### src/rtl/motor_host_link.sv
`timescale 1ns/1ps
// -----------------------------------------------------------------------------
// motor_host_link
// Host-side UART endpoint for the motor controller board (8N1, LSB first,
// full duplex). The TX path serialises 8-bit speed set points towards the
// controller's UART receiver; the RX path deserialises 8-bit encoder values
// coming back from the controller. The two paths share only the clock and
// reset and run completely independently.
//
// Ports
//   CLK        in   1  system clock
//   RST        in   1  synchronous reset, active-high
//   SP_VALID   in   1  set point offered this cycle
//   SP_DATA    in   8  set point byte (0 is a legal "hold previous" value)
//   SP_READY   out  1  TX path idle; byte taken when SP_VALID & SP_READY
//   TX         out  1  serial line to controller, idles high
//   RX         in   1  serial line from controller, asynchronous
//   ENC_VALID  out  1  one-cycle pulse, new encoder byte on ENC_DATA
//   ENC_DATA   out  8  last good encoder byte, held until the next good frame
//   FRAME_ERR  out  1  one-cycle pulse, received frame had a low stop bit
// -----------------------------------------------------------------------------
module motor_host_link #(
  parameter int CLKS_PER_BIT = 434
) (
  input  logic       CLK,
  input  logic       RST,
  input  logic       SP_VALID,
  input  logic [7:0] SP_DATA,
  output logic       SP_READY,
  output logic       TX,
  input  logic       RX,
  output logic       ENC_VALID,
  output logic [7:0] ENC_DATA,
  output logic       FRAME_ERR
);

  localparam int BAUD_W = $clog2(CLKS_PER_BIT);
  localparam logic [BAUD_W-1:0] BAUD_LAST = BAUD_W'(CLKS_PER_BIT - 1);
  // Last count of the half-bit wait used to land RX sampling at bit centre.
  localparam logic [BAUD_W-1:0] HALF_LAST = BAUD_W'(CLKS_PER_BIT / 2 - 1);

  // ---------------------------------------------------------------------------
  // TX path
  // ---------------------------------------------------------------------------
  typedef enum logic [1:0] {
    TX_IDLE,
    TX_START,
    TX_DATA,
    TX_STOP
  } tx_state_t;

  tx_state_t         tx_state_reg, tx_state_next;
  logic [BAUD_W-1:0] tx_baud_reg, tx_baud_next;
  logic [2:0]        tx_bit_reg, tx_bit_next;
  logic [7:0]        tx_shift_reg, tx_shift_next;
  logic              tx_reg, tx_next;
  logic              sp_ready_reg, sp_ready_next;

  always_ff @(posedge CLK) begin
    if (RST) begin
      tx_state_reg <= TX_IDLE;
      tx_baud_reg  <= '0;
      tx_bit_reg   <= '0;
      tx_shift_reg <= '0;
      tx_reg       <= 1'b1;
      sp_ready_reg <= 1'b1;
    end else begin
      tx_state_reg <= tx_state_next;
      tx_baud_reg  <= tx_baud_next;
      tx_bit_reg   <= tx_bit_next;
      tx_shift_reg <= tx_shift_next;
      tx_reg       <= tx_next;
      sp_ready_reg <= sp_ready_next;
    end
  end

  // The line value is registered one state ahead: whatever bit the FSM moves
  // into is loaded into tx_reg on the same edge, so TX changes exactly at
  // bit boundaries with no combinational path to the pin.
  always_comb begin
    tx_state_next = tx_state_reg;
    tx_baud_next  = tx_baud_reg;
    tx_bit_next   = tx_bit_reg;
    tx_shift_next = tx_shift_reg;
    tx_next       = tx_reg;
    sp_ready_next = sp_ready_reg;

    unique case (tx_state_reg)
      TX_IDLE: begin
        if (SP_VALID && sp_ready_reg) begin
          tx_state_next = TX_START;
          tx_shift_next = SP_DATA;
          tx_baud_next  = '0;
          tx_next       = 1'b0;
          sp_ready_next = 1'b0;
        end
      end
      TX_START: begin
        if (tx_baud_reg == BAUD_LAST) begin
          tx_state_next = TX_DATA;
          tx_baud_next  = '0;
          tx_bit_next   = '0;
          tx_next       = tx_shift_reg[0];
        end else begin
          tx_baud_next = tx_baud_reg + BAUD_W'(1);
        end
      end
      TX_DATA: begin
        if (tx_baud_reg == BAUD_LAST) begin
          tx_baud_next = '0;
          if (tx_bit_reg == 3'd7) begin
            tx_state_next = TX_STOP;
            tx_next       = 1'b1;
          end else begin
            // Shift right so the next bit to send is always at index 0.
            tx_bit_next   = tx_bit_reg + 3'd1;
            tx_shift_next = {1'b0, tx_shift_reg[7:1]};
            tx_next       = tx_shift_reg[1];
          end
        end else begin
          tx_baud_next = tx_baud_reg + BAUD_W'(1);
        end
      end
      TX_STOP: begin
        if (tx_baud_reg == BAUD_LAST) begin
          tx_state_next = TX_IDLE;
          tx_baud_next  = '0;
          sp_ready_next = 1'b1;
        end else begin
          tx_baud_next = tx_baud_reg + BAUD_W'(1);
        end
      end
      default: begin
        tx_state_next = TX_IDLE;
        tx_next       = 1'b1;
        sp_ready_next = 1'b1;
      end
    endcase
  end

  assign TX       = tx_reg;
  assign SP_READY = sp_ready_reg;

  // ---------------------------------------------------------------------------
  // RX path
  // ---------------------------------------------------------------------------
  typedef enum logic [2:0] {
    RX_IDLE,
    RX_START,
    RX_DATA,
    RX_STOP,
    RX_WAIT_HIGH
  } rx_state_t;

  logic              rx_meta_reg, rx_sync_reg;
  rx_state_t         rx_state_reg, rx_state_next;
  logic [BAUD_W-1:0] rx_baud_reg, rx_baud_next;
  logic [2:0]        rx_bit_reg, rx_bit_next;
  logic [7:0]        rx_shift_reg, rx_shift_next;
  logic [7:0]        enc_data_reg, enc_data_next;
  logic              enc_valid_reg, enc_valid_next;
  logic              frame_err_reg, frame_err_next;

  always_ff @(posedge CLK) begin
    if (RST) begin
      rx_meta_reg   <= 1'b1;
      rx_sync_reg   <= 1'b1;
      rx_state_reg  <= RX_IDLE;
      rx_baud_reg   <= '0;
      rx_bit_reg    <= '0;
      rx_shift_reg  <= '0;
      enc_data_reg  <= '0;
      enc_valid_reg <= 1'b0;
      frame_err_reg <= 1'b0;
    end else begin
      rx_meta_reg   <= RX;
      rx_sync_reg   <= rx_meta_reg;
      rx_state_reg  <= rx_state_next;
      rx_baud_reg   <= rx_baud_next;
      rx_bit_reg    <= rx_bit_next;
      rx_shift_reg  <= rx_shift_next;
      enc_data_reg  <= enc_data_next;
      enc_valid_reg <= enc_valid_next;
      frame_err_reg <= frame_err_next;
    end
  end

  always_comb begin
    rx_state_next  = rx_state_reg;
    rx_baud_next   = rx_baud_reg;
    rx_bit_next    = rx_bit_reg;
    rx_shift_next  = rx_shift_reg;
    enc_data_next  = enc_data_reg;
    enc_valid_next = 1'b0;
    frame_err_next = 1'b0;

    unique case (rx_state_reg)
      RX_IDLE: begin
        if (!rx_sync_reg) begin
          rx_state_next = RX_START;
          rx_baud_next  = '0;
        end
      end
      RX_START: begin
        // Half a bit in: a line that is already high again was a glitch.
        if (rx_baud_reg == HALF_LAST) begin
          rx_baud_next = '0;
          rx_bit_next  = '0;
          if (rx_sync_reg) begin
            rx_state_next = RX_IDLE;
          end else begin
            rx_state_next = RX_DATA;
          end
        end else begin
          rx_baud_next = rx_baud_reg + BAUD_W'(1);
        end
      end
      RX_DATA: begin
        if (rx_baud_reg == BAUD_LAST) begin
          rx_baud_next  = '0;
          // LSB arrives first, so shift in from the top.
          rx_shift_next = {rx_sync_reg, rx_shift_reg[7:1]};
          if (rx_bit_reg == 3'd7) begin
            rx_state_next = RX_STOP;
          end else begin
            rx_bit_next = rx_bit_reg + 3'd1;
          end
        end else begin
          rx_baud_next = rx_baud_reg + BAUD_W'(1);
        end
      end
      RX_STOP: begin
        if (rx_baud_reg == BAUD_LAST) begin
          rx_baud_next = '0;
          if (rx_sync_reg) begin
            rx_state_next  = RX_IDLE;
            enc_data_next  = rx_shift_reg;
            enc_valid_next = 1'b1;
          end else begin
            // Park until the line recovers so a break reports only once.
            rx_state_next  = RX_WAIT_HIGH;
            frame_err_next = 1'b1;
          end
        end else begin
          rx_baud_next = rx_baud_reg + BAUD_W'(1);
        end
      end
      RX_WAIT_HIGH: begin
        if (rx_sync_reg) begin
          rx_state_next = RX_IDLE;
        end
      end
      default: begin
        rx_state_next = RX_IDLE;
      end
    endcase
  end

  assign ENC_VALID = enc_valid_reg;
  assign ENC_DATA  = enc_data_reg;
  assign FRAME_ERR = frame_err_reg;

endmodule
### config.mk
export PLATFORM = sky130hd
export DESIGN_NAME = motor_host_link
export DESIGN_NICKNAME = d
export VERILOG_FILES = /design/src/rtl/motor_host_link.sv
export SDC_FILE = /design/constraint.sdc
export NUM_CORES = 1
export LEC_CHECK = 0
export ABC_AREA = 1
export BUFFER_PORTS_ARGS = -buffer_cell sky130_fd_sc_hd__buf_2
export CORE_UTILIZATION = 65
export CTS_BUF_LIST = sky130_fd_sc_hd__clkbuf_4 sky130_fd_sc_hd__clkbuf_8
export CTS_CLUSTER_SIZE = 30
export DETAILED_ROUTE_END_ITERATION = 10
export PLACE_DENSITY = 0.86
export RECOVER_POWER = 100
export SLEW_MARGIN = 20
export SYNTH_ARGS = -nofsm -noshare
export SYNTH_HDL_FRONTEND = slang
export SYNTH_SLANG_ARGS = --single-unit
export TNS_END_PERCENT = 5
### constraint.sdc
create_clock -name CLK -period 4.6 [get_ports CLK]
set_input_delay 0.46 -clock CLK [delete_from_list [all_inputs] [get_ports CLK]]
set_output_delay 0.46 -clock CLK [all_outputs]
set_load 0.01 [all_outputs]
# After elaboration in Yosys (flattened, before gate mapping)

Index checks and enable logic that the tools add are counted.

Input bits: 12
Word-level logic and storage cells: 111
Register bits: 59
Output and inout bits: 12

Reductions and logical operators: 22
Add/sub/neg operators: 4
Mux-type cells: 43
Bitwise gates (word level): 2
Equal/unequal tests: 25

Operators by type and width:

| operator              | number |
|---|---|
| $mux W9               | 5 |
| $mux W3               | 13 |
| $pmux W9 S3           | 1 |
| $ne A2 B2 Y1 const B  | 13 |
| $mux W8               | 3 |
| $add A9 B1 Y9 const B | 2 |
| $eq A9 B9 Y1 const B  | 2 |
| $pmux W9 S2           | 1 |
| $pmux W8 S2           | 1 |
| $reduce_and A4 Y1     | 4 |
| $pmux W3 S5           | 1 |
| $mux W2               | 6 |
| $pmux W3 S2           | 2 |
| $eq A3 B3 Y1 const B  | 3 |
| $eq A9 B8 Y1 const B  | 1 |
| $pmux W2 S4           | 1 |
| $reduce_bool A2 Y1    | 4 |
| $mux W1               | 7 |
| $add A3 B1 Y3 const B | 2 |
| $eq A3 B2 Y1 const B  | 2 |
| $reduce_and A3 Y1     | 2 |
| $reduce_and A6 Y1     | 1 |
| $reduce_bool A3 Y1    | 2 |
| $reduce_or A3 Y1      | 2 |
| other kinds (12)      | 15 |

# Logic depth before layout (Yosys ltp)

Gate-level depths: netlist (run 1).

Depth in word-level cells: 4
Mapped depth: 11
Gate-level depth less buffers: 11

# Worst setup path before layout (run 1)

OpenSTA, ideal clock, no wires.

Path kind: reg-to-reg
Start point: register tx_state_reg[0]
End point: register tx_baud_reg[5]
Library setup time: 0.064 ns
Clock period less this slack: 1.500 ns
Stages on the path, launching flop included: 11
Data required time: 4.536 ns
Slack: 3.100 ns
Arrival: 1.436 ns
Path buffers: 0
Cells stage by stage: dfxtp_1 -> inv_1 -> ha_1 -> inv_1 -> a21oi_4 -> inv_2 -> a21oi_1 -> nand2_1 -> inv_2 -> o21ai_0 -> nor2_1

Longest elaborated chain between the ends: 3
Elaborated cells on any way between the ends: 7
Those cells by class: eq/ne (4); mux (1); reduce/logical (2)

RTL lines:

| what                                         | line | text |
|---|---|---|
| start: declaration                           | 52   | `tx_state_t tx_state_reg, tx_state_next;` |
| start signal: assignment                     | 68   | `tx_state_reg <= tx_state_next;` |
| $eq A2 B2 Y1 or $eq A2 B1 Y1 (tied branches) | 88   | `unique case (tx_state_reg)` |
| $reduce_or A3 Y1 (no line)                   | -    |  |
| $pmux W9 S2                                  | 88   |  |
| end signal: assignment                       | 69   | `tx_baud_reg <= tx_baud_next;` |
| end: declaration                             | 53   | `logic [BAUD_W-1:0] tx_baud_reg, tx_baud_next;` |

Several ways; a longest one is shown, not always the timed one.
A chain may end at the register's enable or synchronous reset.

# Worst setup path in the final report (run 1)

Start point: register tx_state_reg[1]
End point: register tx_shift_reg[0]

Longest elaborated chain between the ends: 3
Elaborated cells on any way between the ends: 8
Those cells by class: eq/ne (4); mux (1); reduce/logical (3)

RTL lines:

| what                                                         | line | text |
|---|---|---|
| $eq A2 B2 Y1 or $logic_not A2 Y1 (tied branches)             | 88   |  |
| $ne A2 B2 Y1 (no line) or $reduce_bool A2 Y1 (tied branches) | -    |  |
| $reduce_and A4 Y1 (no line)                                  | -    |  |
| end signal: assignment                                       | 71   | `tx_shift_reg <= tx_shift_next;` |
| end: declaration                                             | 55   | `logic [7:0] tx_shift_reg, tx_shift_next;` |

Several ways; a longest one is shown, not always the timed one.

==> impl_metrics.csv, run 1 <==
group,metric,value,unit
setup_path,crit_path_max_fanout,10,
timing,final.period_utilization,53.8,%
pwr,pwr-share-seq,36.9,%
synth,avgSynthCellArea,7.43,um2
pwr,combPwrFrac,37.3,%
setup_path,cp_num_buf_inv,4,
cells_and_area,fillers,344,
cells_and_area,final_common_cell,"nand2_1",
route,drtIter0Drc,127,
cells_and_area,synthToLayoutAreaGrowth,9.47,%
clock_tree,cts_sinks,59,
synth,synth_xor_area_share,1.49,%
placed_design,gp_congestion,0.791,
route,drc_errors,0,
pwr,p_sw_share,39.4,%
timing,setup_viol,0,
die,die_h,69.3,um
clock_tree,clkSlewWorstSetupHoldPaths,0.07,ns
pwr,leakage,1.44,nW
clock_tree,cts_resized,0,
placed_design,dp_cells,465,
synth,synthMuxAreaShare,2.04,%
timing,rsz0062_at_grt,"false",
timing,max_slew_margin,42.1,%
synth,synth_area_leader_cell,"dfxtp_1",
global_route,antenna_found_initial,0,
route,dr.pass1.iters,7,
setup_path,critPathLaunchType,"flip-flop",
cells_and_area,fin_nets,451,
die,die_w,69.3,um
worst_hold_path,hold_path_class,"in -> reg",
setup_path,cp.arrival,2.66,ns
synth,synth_top_family_by_area,"simple AND/OR/NAND/NOR gates",
route,antenna_left,0,
pwr,peakVddDrop,385,uV
pwr,total_power,1.81,mW
setup_path,path_cells,"inv_1 -> ha_1 -> inv_1 -> a21oi_1 -> inv_1 -> nand3_1 -> inv_1 -> nand2_1 -> a21oi_1",
route,drt_wl_total,5580,um
die,initial_utilization,67.7,%
timing,drv_slew,0,
synth,synthDominantCellAreaShare,40.1,%
global_route,overflow,0,
synth,synth_cell_type_count,32,
timing,setup_tns,0,ns
clock_tree,cts_buffers,9,
synth,synth_compound_gate_area_share,12.7,%
clock_tree,cts_tree,"yes",
die,die_area,4810,um2
die,rows,24,
setup_path,slowest_stage,"a21oi_1",
clock_tree,clk_latency,0.33,ns
synth,synth-simple-area-share,29.5,%
synth,synthCells,397,
route,vias,2560,
cells_and_area,instances_no_fill,481,
global_route,grt_pass1_vias,2304,
pwr,power_density,560,nW/um2
setup_path,cp-end-kind,"flip-flop",
cells_and_area,layout-drive-gt1-share,12.6,%
setup_path,crit_family,"buffers and inverters",
synth,syn_nets,424,
synth,yosysWarnings,0,
clock_tree,clockBufferDepth,2,
cells_and_area,final_cell_mix,"88 x nand2_1, 59 x dfxtp_1, 46 x inv_1, 46 x nor2_1, 41 x a21oi_1",
timing,hold_viol,0,
global_route,grt_use_total,24.6,%
die,design.core.area,4350,um2
synth,ys_ff_latch,59,
pwr,clkPwrFrac,25.8,%
timing,skew,0.00712,ns
pwr,p_int,1.09,mW
die,num_io_pins,24,
cells_and_area,n_antenna_cell,0,
setup_path,crit_type,"reg -> reg",
placed_design,port-buffer-count,23,
setup_path,critical_path.most_common_cell,"inv_1",
clock_tree,ctsHtreeMaxLevel,3,
synth,netlist_area,2950,um2
global_route,grt_max_degree,33,
clock_tree,ctsHoldBuffers,0,
synth,yosys-top-cells-area,"dfxtp_1 40%, nand2_1 11%, a21oi_1 6.8%",
setup_path,worstPathRequired,4.79,ns
placed_design,dp_hpwl,3840,um
route,viasPerCell,5.32,
pwr,netSwitchingPower,711,uW
status,status,"finished clean",
clock_tree,root_buffer,"clkbuf_8",
route,routedWlPerCell,11.6,um
synth,ys_seq_area_share,40.1,%
global_route,grt_pass1_wl,9580,um
synth,synth_fa_ha_area_share,6.37,%
setup_path,timing.critical_path.slowest_cell_delay,0.56,ns
timing,post-route-min-period,2.47,ns
flow_run,maxCapViolCount,0,
clock_tree,post-cts-setup-buffers,0,
timing,tightestPinTransition,0.867,ns
timing,clock.fmax,404,MHz
[kinds of logic after synthesis]
kind of cell / count (synthesis)
simple gates: 187
compound gates: 67
flops: 59
buf+inv: 58
fa+ha+maj: 15
mux: 6
xor+xnor: 5
[synthesized netlist by cell type (all sizes together)]
master / instances
and3: 1
nor4: 1
o211a: 1
a211oi: 2
nor2: 52
o21ai: 20
nand2: 95
xor2: 5
dfxtp: 59
nand4: 5
nand3b: 2
buf: 5
nor3b: 1
mux2i: 6
inv: 51
a21oi: 44
nand3: 16
nor3: 9
or2: 5
ha: 15
clkbuf: 2
[metal layers]
metal	GRT usage, %	part of all wire [%]	vias up
li1	-	-	1326
met1	29.7	48	1187
met2	41.0	47	39
met3	6.40	3.2	8
met4	11.1	1.6	0
met5	0	0	-
[cell type report]
type	instances	area (um2)	area share, %
timing repair buffer	23	98.8	3.06
clock buffer	11	145	4.50
sequential	59	1180	36.6
inverter	51	191	5.93
tap	52	65.1	2.02
multi-input combinational	280	1490	46.3
clock inverter	5	52.6	1.63
[power groups by stage]
stage | clock network (mW) | logic (mW) | registers [mW]
after floorplan | 0 | 0.579 | 0.665
after global placement | 0 | 0.684 | 0.673
after detailed placement | 0 | 0.706 | 0.677
after CTS | 0.473 | 0.711 | 0.666
after global routing | 0.493 | 0.777 | 0.677
final | 0.466 | 0.674 | 0.666
[through the flow]
step	cell area [um2]	hold WS [ns]	utilization (%)	setup slack, ns
2_1_floorplan	2950	0.389	-	3.10
3_3_place_gp	3090	0.392	70.9	2.58
3_5_place_dp	3090	0.399	70.9	2.49
4_1_cts	3290	0.298	75.5	2.47
5_1_grt	3230	0.302	74.1	1.86
6_report	3230	0.309	74.1	2.13
[worst register-to-register path, delay by kind of cell (launching register included)]
kind,cells,cell delay (ns)
adders and majority gates,1,0.20
buffers and inverters,4,0.71
and+or+nand+nor,2,0.47
DFF,1,0.34
AOI/OAI and AO/OA,2,0.61
[worst paths after layout]
check / start / end / slack, ns / depth (start not counted)
setup reg to reg: tx_state_reg[1]$_SDFFE_PP0P_ / tx_shift_reg[0]$_SDFFE_PP0P_ / 2.13 / 9
hold reg to reg: rx_meta_reg$_SDFF_PP1_ / rx_sync_reg$_SDFF_PP1_ / 0.41 / 1
hold / removal: RX / rx_meta_reg$_SDFF_PP1_ / 0.31 / 2
setup / recovery: tx_state_reg[1]$_SDFFE_PP0P_ / tx_shift_reg[0]$_SDFFE_PP0P_ / 2.13 / 9
No activity file was read; power rests on OpenSTA's default activity.
==> run 2: changes to the inputs <==
--- a/config.mk
+++ b/config.mk
@@ -5,13 +5,13 @@
 export SDC_FILE = /design/constraint.sdc
 export NUM_CORES = 1
 export LEC_CHECK = 0
-export ABC_AREA = 1
+export ABC_AREA = 0
 export BUFFER_PORTS_ARGS = -buffer_cell sky130_fd_sc_hd__buf_2
-export CORE_UTILIZATION = 65
+export CORE_UTILIZATION = 62
 export CTS_BUF_LIST = sky130_fd_sc_hd__clkbuf_4 sky130_fd_sc_hd__clkbuf_8
 export CTS_CLUSTER_SIZE = 30
 export DETAILED_ROUTE_END_ITERATION = 10
-export PLACE_DENSITY = 0.86
+export PLACE_DENSITY = 0.82
 export RECOVER_POWER = 100
 export SLEW_MARGIN = 20
 export SYNTH_ARGS = -nofsm -noshare
==> constraint.sdc (replaced) <==
create_clock -name CLK -period 2.4 [get_ports CLK]
set_input_delay 0.24 -clock CLK [delete_from_list [all_inputs] [get_ports CLK]]
set_output_delay 0.24 -clock CLK [all_outputs]
set_load 0.01 [all_outputs]
==> impl_metrics.csv, run 2 <==
group,metric,value,unit
clock_tree,cts_resized,0,
timing,setup_viol,0,
die,die_h,70.5,um
cells_and_area,regArea,1180,um2
cells_and_area,n_antenna_cell,0,
status,status,"complete, but fails checks",
synth,synth_cell_type_count,53,
setup_path,reg2reg_depth,4,
synth,synthDominantCellAreaShare,40.6,%
clock_tree,root_buffer,"clkbuf_8",
route,routedWlPerCell,15.1,um
global_route,grt_pass1_vias,2318,
route,drt_wl_total,6200,um
synth,syn_nets,358,
timing,hold_viol,0,
global_route,antenna_found_initial,0,
pwr,combPwrFrac,21.4,%
route,met2WireLength,3030,um
clock_tree,clk_latency,0.34,ns
setup_path,crit_type,"reg -> reg",
cells_and_area,fin_nets,379,
worst_hold_path,hold_path_class,"in -> reg",
timing,setup_tns,0,ns
synth,yosys-top-cells-area,"dfxtp_1 41%, mux2i_1 7.9%, ha_1 6.5%",
global_route,grt_max_degree,33,
placed_design,dpl-instance-area,3050,um2
synth,synthTopCellsByCount,"59 x dfxtp_1, 38 x nor2_1, 31 x a21oi_1",
placed_design,gp_congestion,0.869,
setup_path,cp.arrival,2.39,ns
cells_and_area,final_cell_mix,"59 x dfxtp_1, 38 x nor2_1, 31 x a21oi_1",
setup_path,slowest_stage,"nor3_2",
pwr,leakage,1.14,nW
clock_tree,post-cts-setup-buffers,0,
synth,synthCells,331,
cells_and_area,fillers,357,
synth,ys_ff_latch,59,
pwr,total_power,2.91,mW
global_route,overflow,0,
clock_tree,ctsHtreeMaxLevel,3,
cells_and_area,synthToLayoutAreaGrowth,12.1,%
cells_and_area,layout-drive-gt1-share,9.52,%
placed_design,port-buffer-count,23,
route,met3WireLength,221,um
synth,synth_area_leader_cell,"dfxtp_1",
route,wl_met1,2850,um
timing,max_slew_margin,3.21,%
synth,async_flop_share,0,%
synth,netlist_area,2910,um2
cells_and_area,final_common_cell,"dfxtp_1",
die,die_w,70.5,um
clock_tree,clockBufferDepth,2,
setup_path,worstPathRequired,2.59,ns
placed_design,dp_hpwl,4000,um
setup_path,path_cells,"or4b_1 -> nor3_2 -> mux2i_1 -> nor2_1",
cells_and_area,final_area,3260,um2
pwr,p_int,2.01,mW
clock_tree,clkSlewWorstSetupHoldPaths,0.07,ns
flow_run,maxCapViolCount,0,
clock_tree,ctsHoldBuffers,0,
setup_path,cp-end-kind,"flip-flop",
clock_tree,cts_buffers,9,
route,drtIter0Drc,196,
synth,ys_seq_area_share,40.6,%
die,initial_utilization,65.4,%
synth,yosysWarnings,0,
status,violations,"DRC",
die,design.core.area,4440,um2
setup_path,critPathLaunchType,"flip-flop",
pwr,pwr-share-seq,39.5,%
cells_and_area,multi_input_area,1630,um2
route,viasPerCell,6.02,
setup_path,timing.critical_path.slowest_cell_delay,0.69,ns
timing,tightestPinTransition,1.45,ns
timing,skew,0.00692,ns
timing,worst_slack,0.199,ns
route,top_layer_used,"met4",
die,num_io_pins,24,
die,die_area,4970,um2
pwr,p_sw_share,31.0,%
placed_design,pre_cts_slack,0.262,ns
synth,yosysMostFrequentCell,"dfxtp_1",
die,rows,24,
route,antenna_left,0,
route,dr.pass1.iters,7,
timing,drv_slew,0,
timing,clock.fmax,454,MHz
route,drc_errors,4,
route,vias,2463,
timing,post-route-min-period,2.20,ns
global_route,grt_use_total,27.4,%
pwr,peakVddDrop,661,uV
synth,avgSynthCellArea,8.78,um2
pwr,netSwitchingPower,903,uW
timing,final.period_utilization,91.7,%
worst_hold_path,hold_depth,2,
clock_tree,cts_sinks,59,
synth,synth_edf_count,0,
pwr,power_density,893,nW/um2
synth,ys.flop_type,"dfxtp_1",
timing,rsz0062_at_grt,"false",
global_route,grt_pass1_wl,10600,um
clock_tree,cts_tree,"yes",
pwr,clkPwrFrac,39.1,%
setup_path,crit_path_max_fanout,8,
[run 2: cell count changes after synthesis, moves of 6 or more]
cell      previous run  this run
a21oi_1             40        31
clkbuf_1             2        14
inv_1               43         5
inv_2                8         0
mux2i_1              6        23
nand2_1             87        22
nand2_2              6         0
nor2_1              44        38
o22ai_1              0         7
or3_1                0         7
xnor2_1              0         6
[run 2: path summary, 6_finish.rpt]
kind	from	endpoint	slack (ns)
worst max-delay path	rx_baud_reg[2]$_SDFFE_PP0P_	ENC_DATA[6]$_SDFFE_PP0P_	0.20
worst min-delay path	RX	rx_meta_reg$_SDFF_PP1_	0.08
worst max register to register	rx_baud_reg[2]$_SDFFE_PP0P_	ENC_DATA[6]$_SDFFE_PP0P_	0.20
worst min register to register	rx_meta_reg$_SDFF_PP1_	rx_sync_reg$_SDFF_PP1_	0.42
[run 2: worst max-delay path, delay by kind of cell, from the launching register on]
family,cells,cell delay (ns)
flops,1,0.38
mux,1,0.30
simple gates,3,1.37
[run 2: stage by stage]
step           utilization, %  hold WS (ns)  std cells
2_1_floorplan               -         0.344        331
3_3_place_gp             68.7         0.398        393
3_5_place_dp             68.7         0.398        393
4_1_cts                  74.3        0.0705        409
5_1_grt                  73.3        0.0773        409
6_report                 73.3        0.0765        409
[run 2: final cells by class]
cell class,instances,share of cell area (%)
multi-input combinational,249,49.9
sequential,59,36.3
clock buffer,9,3.80
clock inverter,7,3.80
timing repair buffer,28,3.65
tap,52,2.00
inverter,5,0.576
[run 2: cell families (layout without fill, tap and decap cells)]
| logic type | after synthesis | after routing | share of synthesized area [%] |
|---|---|---|---|
| AOI/OAI and AO/OA | 74 | 74 | 15.4 |
| xor gates and xnor gates | 8 | 8 | 2.41 |
| adders and majority gates | 15 | 15 | 6.46 |
| buffers and inverters | 23 | 49 | 3.06 |
| DFF | 59 | 59 | 40.6 |
| muxes | 23 | 23 | 7.92 |
| and+or+nand+nor | 129 | 129 | 24.1 |
[run 2: power by group through the flow]
stage	clock, mW	combinational (mW)	sequential (mW)
final	1.14	0.623	1.15
after global routing	1.19	0.717	1.16
after CTS	1.15	0.652	1.15
after detailed placement	0	0.648	1.17
after global placement	0	0.626	1.16
after floorplan	0	0.478	1.15
[run 2: per-layer routing]
metal  track usage [%]  up-vias
met1              34.6     1164
met2              45.0       48
met4              12.5        0
li1                  -     1239
met5                 0        -
met3              5.34       12
==> run 3: changes to the inputs <==
--- a/config.mk
+++ b/config.mk
@@ -13,6 +13,7 @@
 export DETAILED_ROUTE_END_ITERATION = 10
 export PLACE_DENSITY = 0.82
 export RECOVER_POWER = 100
+export REMOVE_ABC_BUFFERS = 1
 export SLEW_MARGIN = 20
 export SYNTH_ARGS = -nofsm -noshare
 export SYNTH_HDL_FRONTEND = slang
==> impl_metrics.csv, run 3 (same netlist as run 2, synthesis figures left out) <==
group,metric,value,unit
pwr,peakVddDrop,999,uV
pwr,power_density,837,nW/um2
timing,skew,0.00670,ns
timing,hold_viol,0,
die,num_io_pins,24,
die,die_area,4970,um2
setup_path,timing.critical_path.slowest_cell_delay,0.35,ns
cells_and_area,final_common_cell,"dfxtp_1",
route,vias,2444,
setup_path,reg2reg_depth,7,
status,status,"finished clean",
setup_path,cp-end-kind,"flip-flop",
placed_design,dp_cells,395,
die,initial_utilization,65.4,%
placed_design,gp_congestion,0.819,
worst_hold_path,hold_path_class,"in -> reg",
die,design.core.area,4440,um2
cells_and_area,synthToLayoutAreaGrowth,11.2,%
placed_design,dp_hpwl,4040,um
clock_tree,cts_tree,"yes",
cells_and_area,final_cell_mix,"59 x dfxtp_1, 38 x nor2_1, 31 x a21oi_1",
setup_path,crit_family,"simple AND/OR/NAND/NOR gates",
setup_path,worstPathRequired,2.66,ns
clock_tree,clkSlewWorstSetupHoldPaths,0.07,ns
setup_path,path_cells,"inv_1 -> ha_1 -> nor2b_1 -> a31oi_1 -> buf_4 -> or3_1 -> a21oi_1",
global_route,overflow,0,
clock_tree,post-cts-setup-buffers,0,
cells_and_area,instances_no_fill,411,
pwr,leakage,1.16,nW
setup_path,timing.rr.start,"tx_state_reg[0]$_SDFFE_PP0P_",
clock_tree,cts_sinks,59,
worst_hold_path,min_from,"RX",
global_route,antenna_found_initial,0,
cells_and_area,regArea,1180,um2
cells_and_area,multi_input_area,1630,um2
timing,whs,0.0746,ns
clock_tree,cts_resized,0,
global_route,grt_pass1_vias,2236,
clock_tree,clockBufferDepth,2,
cells_and_area,layout-drive-gt1-share,10.3,%
worst_hold_path,min_to,"rx_meta_reg$_SDFF_PP1_",
timing,rsz0062_at_grt,"false",
setup_path,cp.arrival,2.30,ns
route,antenna_left,0,
setup_path,critPathLaunchType,"flip-flop",
setup_path,crit_type,"reg -> reg",
placed_design,port-buffer-count,23,
timing,tightestPinTransition,1.13,ns
placed_design,pre_cts_slack,0.415,ns
clock_tree,clk_latency,0.34,ns
route,drtIter0Drc,216,
route,drc_errors,0,
timing,post-route-min-period,2.04,ns
route,routedWlPerCell,14.5,um
flow_run,maxCapViolCount,0,
setup_path,r2r_setup_slack,0.36,ns
cells_and_area,fin_nets,381,
global_route,grt_pass1_wl,10200,um
global_route,grt_max_degree,28,
timing,final.period_utilization,85.2,%
setup_path,cp_num_buf_inv,2,
clock_tree,root_buffer,"clkbuf_8",
route,viasPerCell,5.95,
cells_and_area,fillers,346,
clock_tree,ctsHtreeMaxLevel,3,
timing,clock.fmax,489,MHz
worst_hold_path,hold_depth,2,
setup_path,crit_path_max_fanout,15,
global_route,grt_use_total,26.2,%
setup_path,slowest_stage,"dfxtp_1",
timing,worst_slack,0.355,ns
clock_tree,cts_buffers,9,
setup_path,timing.rr.end,"tx_shift_reg[6]$_SDFFE_PP0P_",
die,die_w,70.5,um
timing,max_slew_margin,24.7,%
die,rows,24,
cells_and_area,n_antenna_cell,0,
die,die_h,70.5,um
route,dr.pass1.iters,4,
route,drt_wl_total,5960,um
clock_tree,ctsHoldBuffers,0,
pwr,total_power,2.71,mW
timing,setup_viol,0,
timing,drv_slew,0,
==> run 3: changes by cell type in the layout (fill, tap and decap cells not counted), sizes merged <==
cell    before  now
buf         10   13
clkinv       1    3
bufinv       3    1
inv          7    5
clkbuf      27   28
==> run 3: routing by layer <==
layer  share of wire (%)  track usage, %
met5                   0               0
met4                 2.4            15.4
met3                 2.8            4.76
met2                  46            40.9
met1                  49            33.9
==> run 3: worst max path at each step <==
stage,startpoint,to,cells past startpoint
floorplan,tx_state_reg[0]$_SDFFE_PP0P_,tx_baud_reg[1]$_SDFFE_PP0P_,5
global placement,tx_state_reg[0]$_SDFFE_PP0P_,tx_shift_reg[5]$_SDFFE_PP0P_,7
detailed placement,tx_state_reg[0]$_SDFFE_PP0P_,tx_shift_reg[2]$_SDFFE_PP0P_,7
CTS,tx_state_reg[0]$_SDFFE_PP0P_,tx_shift_reg[2]$_SDFFE_PP0P_,7
global route,rx_baud_reg[0]$_SDFFE_PP0P_,rx_baud_reg[2]$_SDFFE_PP0P_,7
finish,tx_state_reg[0]$_SDFFE_PP0P_,tx_shift_reg[6]$_SDFFE_PP0P_,7
==> run 3: final cells by class <==
class                           count  share of cell area, %
Clock buffer                       11                   4.49
Clock inverter                      5                   1.63
Inverter                            5                  0.580
Multi-Input combinational cell    249                   50.5
Sequential cell                    59                   36.5
Tap cell                           52                   2.01
Timing Repair Buffer               30                   4.26
==> run 3: worst register-to-register path: cells and delay by family, from the launching register on <==
kind | cells | cell delay (ns)
flops | 1 | 0.35
buf+inv | 2 | 0.31
compound gates | 2 | 0.29
fa+ha+maj | 1 | 0.32
simple gates | 2 | 0.69
==> run 3: report_power, final <==
group / switching, mW / internal, mW / total (mW)
Combinational: 0.398 / 0.255 / 0.652
Sequential: 0.0749 / 1.07 / 1.15
Clock: 0.393 / 0.513 / 0.907
==> run 3: through the flow <==
step / cell area (um2) / setup TNS, ns / utilization, %
6_report: 3230 / 0 / 72.7
4_1_cts: 3270 / 0 / 73.5
5_1_grt: 3230 / 0 / 72.7
2_1_floorplan: 2840 / -0.300 / -
3_5_place_dp: 3070 / 0 / 69.1
3_3_place_gp: 3070 / 0 / 69.1
